$ cat config.mk
export PLATFORM = sky130hd
export DESIGN_NAME = uart_tx_flat
export DESIGN_NICKNAME = d
export VERILOG_FILES = /design/src/rtl/uart_tx_pkg.sv /design/src/rtl/uart_tx_if.sv /design/src/rtl/uart_tx_baud_gen.sv /design/src/rtl/uart_tx.sv /design/src/flat_wrapper.sv
export SDC_FILE = /design/constraint.sdc
export NUM_CORES = 1
export LEC_CHECK = 0
export BUFFER_PORTS_ARGS = -buffer_cell sky130_fd_sc_hd__buf_4
export CORE_UTILIZATION = 55
export DETAILED_ROUTE_END_ITERATION = 10
export GPL_ROUTABILITY_DRIVEN = 0
export MAX_ROUTING_LAYER = met4
export PLACE_DENSITY = 0.76
export SYNTH_ARGS = -nofsm -noshare
export SYNTH_HDL_FRONTEND = slang
export SYNTH_SLANG_ARGS = --single-unit
$ cat constraint.sdc
create_clock -name clk -period 4.1 [get_ports clk]
set_input_delay 0.82 -clock clk [delete_from_list [all_inputs] [get_ports clk]]
set_output_delay 0.82 -clock clk [all_outputs]
set_load 0.005 [all_outputs]
$ cat src/rtl/uart_tx_pkg.sv
// Shared types and helpers for the UART transmitter and its baud generator.
package uart_tx_pkg;

  typedef enum logic [2:0] {
    IDLE,
    POP,
    LATCH,
    START,
    DATA,
    STOP
  } uart_state_e;

  // Counter width for a modulus, never below one bit.
  function automatic int cnt_w(input int modulus);
    return (modulus > 1) ? $clog2(modulus) : 1;
  endfunction

endpackage

$ cat src/rtl/uart_tx_if.sv
// FIFO read-side bundle: exposed word, fill-level code and pop strobe.
interface uart_tx_if #(
  parameter int n = 8
);
  logic [n-1:0] data;
  logic [2:0]   status;
  logic         clk_o;

  // The transmitter consumes words; the FIFO supplies them.
  modport master (input data, input status, output clk_o);
  modport slave  (output data, output status, input clk_o);
endinterface

$ cat src/rtl/uart_tx_baud_gen.sv
// Bit-period timer: one-cycle tick every div enabled cycles, held at zero when idle.
module uart_tx_baud_gen
  import uart_tx_pkg::*;
#(
  parameter int div = 104
) (
  input  logic clk,
  input  logic rst_n,
  input  logic clr_i,
  input  logic en_i,
  output logic tick_o
);

  localparam int CW = cnt_w(div);
  localparam logic [CW-1:0] LAST = CW'(div - 1);

  logic [CW-1:0] cnt_q, cnt_d;

  always_comb begin
    tick_o = en_i && !clr_i && (cnt_q == LAST);
    cnt_d  = cnt_q + 1'b1;
    if (clr_i || !en_i || tick_o) cnt_d = '0;
  end

  always_ff @(posedge clk) begin
    if (!rst_n) cnt_q <= '0;
    else        cnt_q <= cnt_d;
  end

endmodule

$ cat src/rtl/uart_tx.sv
// UART transmitter that pops words from an upstream FIFO and frames them on tx.
module uart_tx
  import uart_tx_pkg::*;
#(
  parameter int n    = 8,
  parameter int div  = 104,
  parameter int stop = 1
) (
  input  logic        clk,
  input  logic        rst_n,
  uart_tx_if.master   fifo,
  output logic        tx,
  output logic        busy
);

  localparam int BW = $clog2(n) + 1;
  localparam logic [BW-1:0] LAST_DATA = BW'(n - 1);
  localparam logic [BW-1:0] LAST_STOP = BW'(stop - 1);

  uart_state_e   state_q, state_d;
  logic [n-1:0]  sh_q, sh_d;
  logic [BW-1:0] bit_q, bit_d;
  logic          tx_q, tx_d;
  logic          pop_q;
  logic          busy_q;
  logic          tick;
  logic          baud_clr;
  logic          baud_en;
  logic          unused_status;

  assign unused_status = ^fifo.status[2:1];

  uart_tx_baud_gen #(
    .div (div)
  ) u_baud (
    .clk    (clk),
    .rst_n  (rst_n),
    .clr_i  (baud_clr),
    .en_i   (baud_en),
    .tick_o (tick)
  );

  always_comb begin
    state_d  = state_q;
    sh_d     = sh_q;
    bit_d    = bit_q;
    baud_clr = 1'b0;
    baud_en  = 1'b0;
    unique case (state_q)
      IDLE:  if (fifo.status[0]) state_d = POP;
      POP:   state_d = LATCH;
      LATCH: begin
        sh_d     = fifo.data;
        bit_d    = '0;
        baud_clr = 1'b1;
        state_d  = START;
      end
      START: begin
        baud_en = 1'b1;
        if (tick) state_d = DATA;
      end
      DATA: begin
        baud_en = 1'b1;
        if (tick) begin
          sh_d = sh_q >> 1;
          if (bit_q == LAST_DATA) begin
            bit_d   = '0;
            state_d = STOP;
          end else begin
            bit_d = bit_q + 1'b1;
          end
        end
      end
      STOP: begin
        baud_en = 1'b1;
        // The last stop cycle is the only mid-stream point where fill level is looked at.
        if (tick) begin
          if (bit_q == LAST_STOP) begin
            bit_d   = '0;
            state_d = fifo.status[0] ? POP : IDLE;
          end else begin
            bit_d = bit_q + 1'b1;
          end
        end
      end
      default: state_d = IDLE;
    endcase

    tx_d = 1'b1;
    if (state_d == START)     tx_d = 1'b0;
    else if (state_d == DATA) tx_d = sh_d[0];
  end

  // Outputs are registered from the next state so the pop strobe is glitch-free.
  always_ff @(posedge clk) begin
    if (!rst_n) begin
      state_q <= IDLE;
      sh_q    <= '0;
      bit_q   <= '0;
      tx_q    <= 1'b1;
      pop_q   <= 1'b0;
      busy_q  <= 1'b0;
    end else begin
      state_q <= state_d;
      sh_q    <= sh_d;
      bit_q   <= bit_d;
      tx_q    <= tx_d;
      pop_q   <= (state_d == POP);
      busy_q  <= (state_d != IDLE);
    end
  end

  assign fifo.clk_o = pop_q;
  assign tx         = tx_q;
  assign busy       = busy_q;

endmodule

$ cat src/flat_wrapper.sv
// flat-port wrapper written by rule: the top's interface ports become plain ports
module uart_tx_flat import uart_tx_pkg::*;
#(
  parameter int n    = 8,
  parameter int div  = 104,
  parameter int stop = 1
)
  (clk, rst_n, tx, busy, fifo_data, fifo_status, fifo_clk_o);
  uart_tx_if #(.n(n)) fifo_i ();
  input  logic clk;
  input  logic rst_n;
  output logic tx;
  output logic busy;
  input wire logic [$bits(fifo_i.data)-1:0] fifo_data;
  input wire logic [$bits(fifo_i.status)-1:0] fifo_status;
  output wire logic [$bits(fifo_i.clk_o)-1:0] fifo_clk_o;
  assign fifo_i.data = fifo_data;
  assign fifo_i.status = fifo_status;
  assign fifo_clk_o = fifo_i.clk_o;
  uart_tx #(.n(n), .div(div), .stop(stop)) u_core (.clk(clk), .rst_n(rst_n), .fifo(fifo_i), .tx(tx), .busy(busy));
endmodule
# == Word level (Yosys, flattened, before mapping) ==
# Cells that the tools add are included.
# Widths: inputs -> output; s select.
# op_classes
reduce_logical,15
add_sub_neg,2
mux,19
bitwise,1
eq_ne,12
# ops
cell,count
$mux 3,6
$pmux 3 s6,1
$mux 4,4
$pmux 8 s2,1
$pmux 4 s3,1
$eq 3x2->1 const B,3
$eq 3x3->1 const B,3
$mux 8,1
$add 7x1->7 const B,1
$eq 7x7->1 const B,1
$eq 3x1->1 const B,2
$reduce_bool 3->1,2
$mux 1,5
$add 4x1->4 const B,1
$eq 4x3->1 const B,1
$logic_not 4->1,1
$ne 2x1->1 const B,2
$logic_not 3->1,1
$reduce_and 3->1,1
$reduce_or 3->1,1
$logic_and 1x1->1,2
$logic_not 1->1,2
$logic_or 1x1->1,2
$reduce_and 2->1,1
3 further kinds,3
# word_totals
wordCells,57
inputBits,13
reg_bits,25
out_inout_bits,3

# == Longest topological paths before layout ==
# Gate-level depths: netlist (run 1).
# logic_depth
depth_word,10
mapped_depth,7
ltp_nobuf,7

# == Hierarchy ==
# From an unflattened synthesis (run 1), not the netlist that was laid out.
# unflattened
cells_unflattened,142
area_unflattened_um2,1223.7
# by_module_without_submodules
module,area_per_inst_um2,n_inst,seq_area_each_um2,cells_each
uart_tx,907.1,1,360.3,107
uart_tx_baud_gen,316.6,1,140.1,35

# == Worst setup path after synthesis (run 1) ==
# OpenSTA, ideal clock, no wires.
# synth_path
path_kind,register -> register
startpoint,register u_core.u_baud.cnt_q[0]
endpoint,register u_core.bit_q[2]
n_path_buf,0
setup_ns,0.072
arrival_ns,1.610
period_less_slack_ns,1.682
slack_ns,2.418
t_required_ns,4.028
path_stages_with_launch,7
cell_sequence,dfxtp_1 > ha_1 > and3_4 > and3_4 > a21boi_2 > or4b_1 > a21oi_1
# synth_between
elab_chain_cells,4
elab_cells_between_ends,5
cone_classes,3 x eq/ne; 2 x reduce/logical
# synth_lines
item,line,text
"start, declared",uart_tx_baud_gen.sv:17,"logic [CW-1:0] cnt_q, cnt_d;"
"start signal, assigned",uart_tx_baud_gen.sv:27,else cnt_q <= cnt_d;
$eq 7x7->1 (*),uart_tx_baud_gen.sv:20,tick_o = en_i && !clr_i && (cnt_q == LAST);
$logic_and 1x1->1 (*),uart_tx_baud_gen.sv:20,
$ne 2x1->1 (no line),-,
$reduce_and 3->1 (no line) (*),-,
"end signal, assigned",uart_tx.sv:106,bit_q <= bit_d;
"end, declared",uart_tx.sv:22,"logic [BW-1:0] bit_q, bit_d;"
# Every way passes the cells marked *; elsewhere a longest branch is shown, timed or not.
# A chain may end at the register's enable or synchronous reset.

# == Final worst setup path (run 1) ==
# layout_path
startpoint,register u_core.state_q[2]
endpoint,register u_core.bit_q[2]
# layout_between
elab_chain_cells,7
elab_cells_between_ends,15
cone_classes,6 x eq/ne; 3 x mux; 6 x reduce/logical
# layout_lines
item,line,text
"start, declared",uart_tx.sv:20,"uart_state_e state_q, state_d;"
"start signal, assigned",uart_tx.sv:104,state_q <= state_d;
$eq 3x2->1 / $eq 3x3->1 (equally long branches),uart_tx.sv:49,unique case (state_q)
$reduce_or 3->1 (no line) / $mux 1 (equally long branches),-,
$mux 1 / $logic_not 1->1 (equally long branches),"uart_tx.sv:49, uart_tx_baud_gen.sv:20",
$logic_and 1x1->1 (2 in a row),uart_tx_baud_gen.sv:20,
$ne 2x1->1 (no line),-,
$reduce_and 3->1 (no line),-,
# Parallel ways exist; a longest one is shown, timed or not.

==> out/results.ini, run 1 <==
[status]
outcome = complete, no violations

[cts]
cts_tree = yes
htreeDepth = 1
resized_after_cts = 0
hold_fix_buffers_at_cts = 0
cts_clock_pin_slew_for_the_worst_setup_and_hold_paths_ns = 0.14
numClockSinks = 25
cts_setup_buffers = 0
number_of_buffers_inserted_during_clock_tree_synthesis = 3
worst_skew_pair.late_latency_ns = 0.32
cts_max_path_buffers = 2
clk_root_buffer_cell = clkbuf_4

[routing]
route.met3.wl_microns = 60
met2_wirelength_microns = 1077
drt_drc_violations_left = 0
avgRoutedWirePerCell_microns = 12.70
routed_wl_microns = 2324
firstDrtPassIters = 4
top_layer_used = met4
dr.first_iter.drc_count = 8
ant_nets = 0
num_vias = 1044
routedLengthMet1_microns = 1145
routed_via_density = 5.705

[yosys]
async_reset_ff_frac = 0
most_used_standard_cell_by_instance_count_after_synthesis = dfxtp_1
synth.ff_latch_count = 25
post_synth_inst_count = 143
post_synth_instance_area_sq_um = 1247
synth_top_family_by_area = simple AND/OR/NAND/NOR gates
yosysUniqueCellTypes = 44
netlist_top_cells_area = dfxtp_1 (40%), nor2_1 (4.5%), o21a_1 (4.2%)
synthesis.area_per_instance_sq_um = 8.723
synthSimpleGateAreaFrac = 0.2728
synth_sequential_area_ratio = 0.4012
muxShareOfSynthArea = 0.01605
synth_largest_area_cell = dfxtp_1
synth_enable_flop_cells = 0
xor_xnor_share_of_the_synthesized_area = 0.03511
synth_ff_type = dfxtp_1
post_synth_fa_ha_maj_area_fraction = 0.03009
yosys-top-cells-count = dfxtp_1 (25), nor2_1 (15), nand2_1 (11)
ys.warnings.count = 0
syn_nets = 159
synthDominantCellAreaShare = 0.4012
synth_compound_gate_area_share = 0.2146

[setup_path]
worstPathCellList = and2b_1 > nand2_2 > a21boi_2 > or4b_1 > a21oi_1
cp_top_family = simple AND/OR/NAND/NOR gates
cp.buffers_inverters = 0
worst-path-max-fanout = 15
worstSetupEndpointType = register
cp_data_arrival_time_ns = 2.15
crit_path_top_delay_cell = or4b_1
worst_path_required_time_ns = 4.36
critical_path_class = register to register
worstSetupStartpointType = register
cp_slowest_stage_delay_ns = 0.50

[grt]
grt_remaining_overflow = 0
grt_antenna_before_repair = 0
grt_start_max_net_pins = 16
number_of_global_route_vias_before_repair = 960
grt_pass1_wl_microns = 4133
grtUsageTotal = 0.2229

[power_and_ir_drop]
vdd_drop_max_v = 0.0002545
p_leak_nw = 0.5338
power-per-cell-area_nw_per_um2 = 306.8
p_total_uw = 426.9

[place]
hpwl_microns = 1685
dp.cells = 179
port-buffer-count = 13

[floorplan]
initial_core_util = 0.6109
die_x_microns = 49.63
placementRows = 16
die-area_sq_um = 2463
fp.coreArea_sq_um = 2042
die_height_microns = 49.63
io_pins = 16

[hold_path]
holdCritPathClass = register to register

[cells_and_area]
final_core_utilization = 0.6814
antenna-diode-count = 0
area_growth_syn_to_layout_pct = 11.53
net_count_of_the_finished_layout = 173
drive_gt1_frac = 0.1667
instances_no_fill = 183

[timing]
setup_violations = 0
totalNegativeSetupSlack_ns = 0
fmax_mhz = 527.7
grt_setup_unrepaired = false
worstMarginPinSlew_ns = 0.6436
number_of_pins_exceeding_their_max_slew_limit_in_the_final_report = 0
finalCriticalPeriod_ns = 1.895
final.hold.worst_slack_ns = 0.4590
fin_worst_skew_ns = 0.009982
slew_headroom = 0.5701
final_cycle_utilization_of_the_critical_path = 0.4622
hold_viol_final = 0

[job]
number_of_max_capacitance_violations_reported = 0

## registers in the layout (all words and copies together) (netlist names)
| register | flops |
|---|---|
| u_core.bit_q | 4 |
| u_core.busy | 1 |
| u_core.fifo.clk_o | 1 |
| u_core.sh_q | 8 |
| u_core.state_q | 3 |
| u_core.tx | 1 |
| u_core.u_baud.cnt_q | 7 |
## worst register-to-register path: cells and delay by family, from the launching register on
| kind | cells | cell delay [ns] |
|---|---|---|
| AOI/OAI and AO/OA | 2 | 0.39 |
| DFF | 1 | 0.48 |
| and+or+nand+nor | 3 | 0.97 |
## layout make-up
| cell class | instances | area [sq um] |
|---|---|---|
| fill | 177 | 650.6 |
| clock buffer | 3 | 22.52 |
| inverter | 6 | 22.52 |
| timing repair buffer | 13 | 97.59 |
| clock inverter | 1 | 5.005 |
| tap | 27 | 33.78 |
| sequential | 25 | 500.5 |
| multi-input combinational | 108 | 709.4 |
## power by group
group / leakage [nW] / total, mW / internal [mW] / switching (mW)
Combinational: 0.312 / 0.0554 / 0.0283 / 0.0271
Clock: 0.0177 / 0.110 / 0.0365 / 0.0732
Sequential: 0.204 / 0.262 / 0.254 / 0.00764
Total: 0.534 / 0.427 / 0.319 / 0.108
## layout by cell type (no fill, tap or decap), drive strengths merged, types with 5 or more instances in the layout
cell,instances
inv,5
and2,6
nand2,12
nand3,7
a21oi,10
nor2,15
dfxtp,25
o22ai,6
o21a,7
buf,13
## logic make-up after synthesis
logic type	after synthesis
AOI/OAI and AO/OA	38
muxes	2
buffers and inverters	10
and+or+nand+nor	60
xor gates and xnor gates	5
adders and majority gates	3
DFF	25
## through the flow
step | instance area [sq um] | worst slack, ns
after floorplan | 1247 | 2.418
after global placement | 1364 | 2.042
after detailed placement | 1364 | 2.013
after CTS | 1391 | 2.219
after global routing | 1391 | 2.073
final | 1391 | 2.205
## metal layers
layer	up-vias	GRT usage
li1	543	-
met1	483	0.2819
met2	13	0.3536
met3	5	0.03704
met4	0	0.08571
met5	-	-
## worst paths after layout
path                                              from                      to  cells past startpoint  slack (ns)
worst max-delay path                 u_core.state_q[2]         u_core.bit_q[2]                      5        2.21
worst min-delay path            u_core.u_baud.cnt_q[0]  u_core.u_baud.cnt_q[0]                      1        0.46
worst max register to register       u_core.state_q[2]         u_core.bit_q[2]                      5        2.21
worst min register to register  u_core.u_baud.cnt_q[0]  u_core.u_baud.cnt_q[0]                      1        0.46
No activity file was read; power rests on OpenSTA's default activity.
==> run 2: changes to the inputs <==
--- a/config.mk
+++ b/config.mk
@@ -5,6 +5,7 @@
 export SDC_FILE = /design/constraint.sdc
 export NUM_CORES = 1
 export LEC_CHECK = 0
+export ABC_AREA = 1
 export BUFFER_PORTS_ARGS = -buffer_cell sky130_fd_sc_hd__buf_4
 export CORE_UTILIZATION = 55
 export DETAILED_ROUTE_END_ITERATION = 10
==> constraint.sdc (replaced) <==
create_clock -name clk -period 1.75 [get_ports clk]
set_input_delay 0.35 -clock clk [delete_from_list [all_inputs] [get_ports clk]]
set_output_delay 0.35 -clock clk [all_outputs]
set_load 0.005 [all_outputs]
==> run 2 against run 1 <==
Against the previous run:
- synthesized cell count up 17%
- global-route usage up 1.5 points
- combinational power is 110% higher
- register-to-register slack got worse by 2.0 ns
- clock skew shrank 0.0081 ns
- cell count increased by 16%
- critical path type unchanged
==> out/results.ini, run 2 <==
[power_and_ir_drop]
p_leak_nw = 0.5844
net-switching-power_uw = 253.5
cellInternalPower_uw = 730.1
clkPwrFrac = 0.267
power_frac_comb = 0.119
swShare = 0.2577
vdd_drop_max_v = 0.0005499
sequentialPowerShare = 0.614
power-per-cell-area_nw_per_um2 = 698.2

[timing]
finalCriticalPeriod_ns = 1.555
slew_headroom = 0.7845
setup_violations = 0
final_cycle_utilization_of_the_critical_path = 0.8883
grt_setup_unrepaired = false
fin_worst_skew_ns = 0.001890
number_of_pins_exceeding_their_max_slew_limit_in_the_final_report = 0
hold_viol_final = 0
worstMarginPinSlew_ns = 0.3229
fmax_mhz = 643.3
totalNegativeSetupSlack_ns = 0

[cts]
cts_tree = yes
cts_clock_pin_slew_for_the_worst_setup_and_hold_paths_ns = 0.14
cts_max_path_buffers = 2
worst_skew_pair.late_latency_ns = 0.32
resized_after_cts = 0
number_of_buffers_inserted_during_clock_tree_synthesis = 3
hold_fix_buffers_at_cts = 0
cts_setup_buffers = 0
htreeDepth = 1
clk_root_buffer_cell = clkbuf_4
numClockSinks = 25

[routing]
routed_via_density = 5.286
num_vias = 1126
ant_nets = 0
routed_wl_microns = 2357
dr.first_iter.drc_count = 25
avgRoutedWirePerCell_microns = 11.07
firstDrtPassIters = 4
drt_drc_violations_left = 0

[grt]
grt_remaining_overflow = 0
grt_pass1_wl_microns = 4402
grtUsageTotal = 0.2383
grt_start_max_net_pins = 15
number_of_global_route_vias_before_repair = 1060
grt_antenna_before_repair = 0

[setup_path]
worstSetupEndpointType = register
worst_path_required_time_ns = 1.97
worst-path-max-fanout = 8
critical_path_class = register to register
worstSetupStartpointType = register
cp_data_arrival_time_ns = 1.78

[yosys]
synth_largest_area_cell = dfxtp_1
synth_sequential_area_ratio = 0.4028
syn_nets = 184
async_reset_ff_frac = 0
most_used_standard_cell_by_instance_count_after_synthesis = nand2_1
post_synth_inst_count = 168
yosysUniqueCellTypes = 26
post_synth_instance_area_sq_um = 1242
synth_enable_flop_cells = 0
synthesis.area_per_instance_sq_um = 7.395
yosys-top-cells-count = nand2_1 (43), dfxtp_1 (25), nor2_1 (19)
synth.ff_latch_count = 25
synth_ff_type = dfxtp_1
netlist_top_cells_area = dfxtp_1 (40%), nand2_1 (13%), nand3_1 (6.8%)
ys.warnings.count = 0
synthDominantCellAreaShare = 0.4028

[cells_and_area]
largest_register_ffs = 8
commonest_cells_after_routing_fill_and_taps_aside = nand2_1 (43), dfxtp_1 (25), nor2_1 (19)
area_of_the_multi_input_gates_sq_um = 653.1
antenna-diode-count = 0
drive_gt1_frac = 0.2419
largest_registers = u_core.sh_q x8, u_core.u_baud.cnt_q x7, u_core.bit_q x4
final.fill_count = 191
net_count_of_the_finished_layout = 203
regArea_sq_um = 500.5
regMostFlops = u_core.sh_q
area_growth_syn_to_layout_pct = 13.39
final_core_utilization = 0.6900
most_common_cell_after_layout_fill_and_taps_aside = nand2_1

[floorplan]
die_x_microns = 49.53
io_pins = 16
fp.coreArea_sq_um = 2042
placementRows = 16
die_height_microns = 49.53
initial_core_util = 0.6085
die-area_sq_um = 2453

[place]
port-buffer-count = 13
hpwl_microns = 1816

[status]
outcome = complete, no violations

[hold_path]
holdCritPathClass = input port to register

[job]
number_of_max_capacitance_violations_reported = 0

## run 2: power by group through the flow
stage	combinational [mW]	clock, mW	sequential [mW]
2_1_floorplan	0.0706	0	0.615
3_3_place_gp	0.115	0	0.616
3_5_place_dp	0.118	0	0.617
4_1_cts	0.119	0.269	0.604
5_1_grt	0.132	0.292	0.607
6_report	0.117	0.263	0.604
## run 2: cells by family after synthesis
kind of cell / synth area share
flops: 0.4028
buf+inv: 0.07150
simple gates: 0.3575
xor+xnor: 0.02115
fa+ha+maj: 0.03021
compound gates: 0.1168
## run 2: final timing paths
path | startpoint | to | slack (ns) | cells after the start
max reg2reg | u_core.u_baud.cnt_q[0] | u_core.tx | 0.20 | 10
max | u_core.u_baud.cnt_q[0] | u_core.tx | 0.20 | 10
min | rst_n | u_core.tx | 0.27 | 2
min reg2reg | u_core.u_baud.cnt_q[0] | u_core.u_baud.cnt_q[0] | 0.45 | 1
## run 2: critical path, stage by stage (launching register included)
cell and delay, ns:
dfxtp_1 0.38, ha_1 0.20, nand2_1 0.14, nor2_2 0.15, nand2_2 0.09, nand2_2 0.08
nand2_2 0.11, nand2_1 0.10, nand3_1 0.08, nand2_1 0.07, nand3_1 0.06
## run 2: area by class of cell
| type | instances | share of cell area |
|---|---|---|
| Clock buffer | 3 | 0.01599 |
| Clock inverter | 1 | 0.003552 |
| Inverter | 19 | 0.05240 |
| Multi-Input combinational cell | 122 | 0.4636 |
| Sequential cell | 25 | 0.3552 |
| Tap cell | 27 | 0.02398 |
| Timing Repair Buffer | 16 | 0.08526 |
## run 2: per-layer routing
layer | wire, microns | vias up | track usage
met4 | 29 | 0 | 0.1048
met3 | 55 | 4 | 0.03704
met2 | 1146 | 17 | 0.3851
met5 | 0 | - | -
li1 | - | 583 | -
met1 | 1125 | 522 | 0.2926
## run 2: per-stage QoR
stage / instance area, sq um / worst slack (ns) / instances / hold WS, ns / power, mW
final: 1409 / 0.1955 / 213 / 0.2723 / 0.9837
after global routing: 1409 / 0.02757 / 213 / 0.2637 / 1.032
after CTS: 1409 / 0.1771 / 213 / 0.2645 / 0.9918
after detailed placement: 1381 / 0.2164 / 209 / 0.4384 / 0.7346
after global placement: 1381 / 0.2738 / 209 / 0.4280 / 0.7305
after floorplan: 1242 / 0.4059 / 168 / 0.4175 / 0.6860
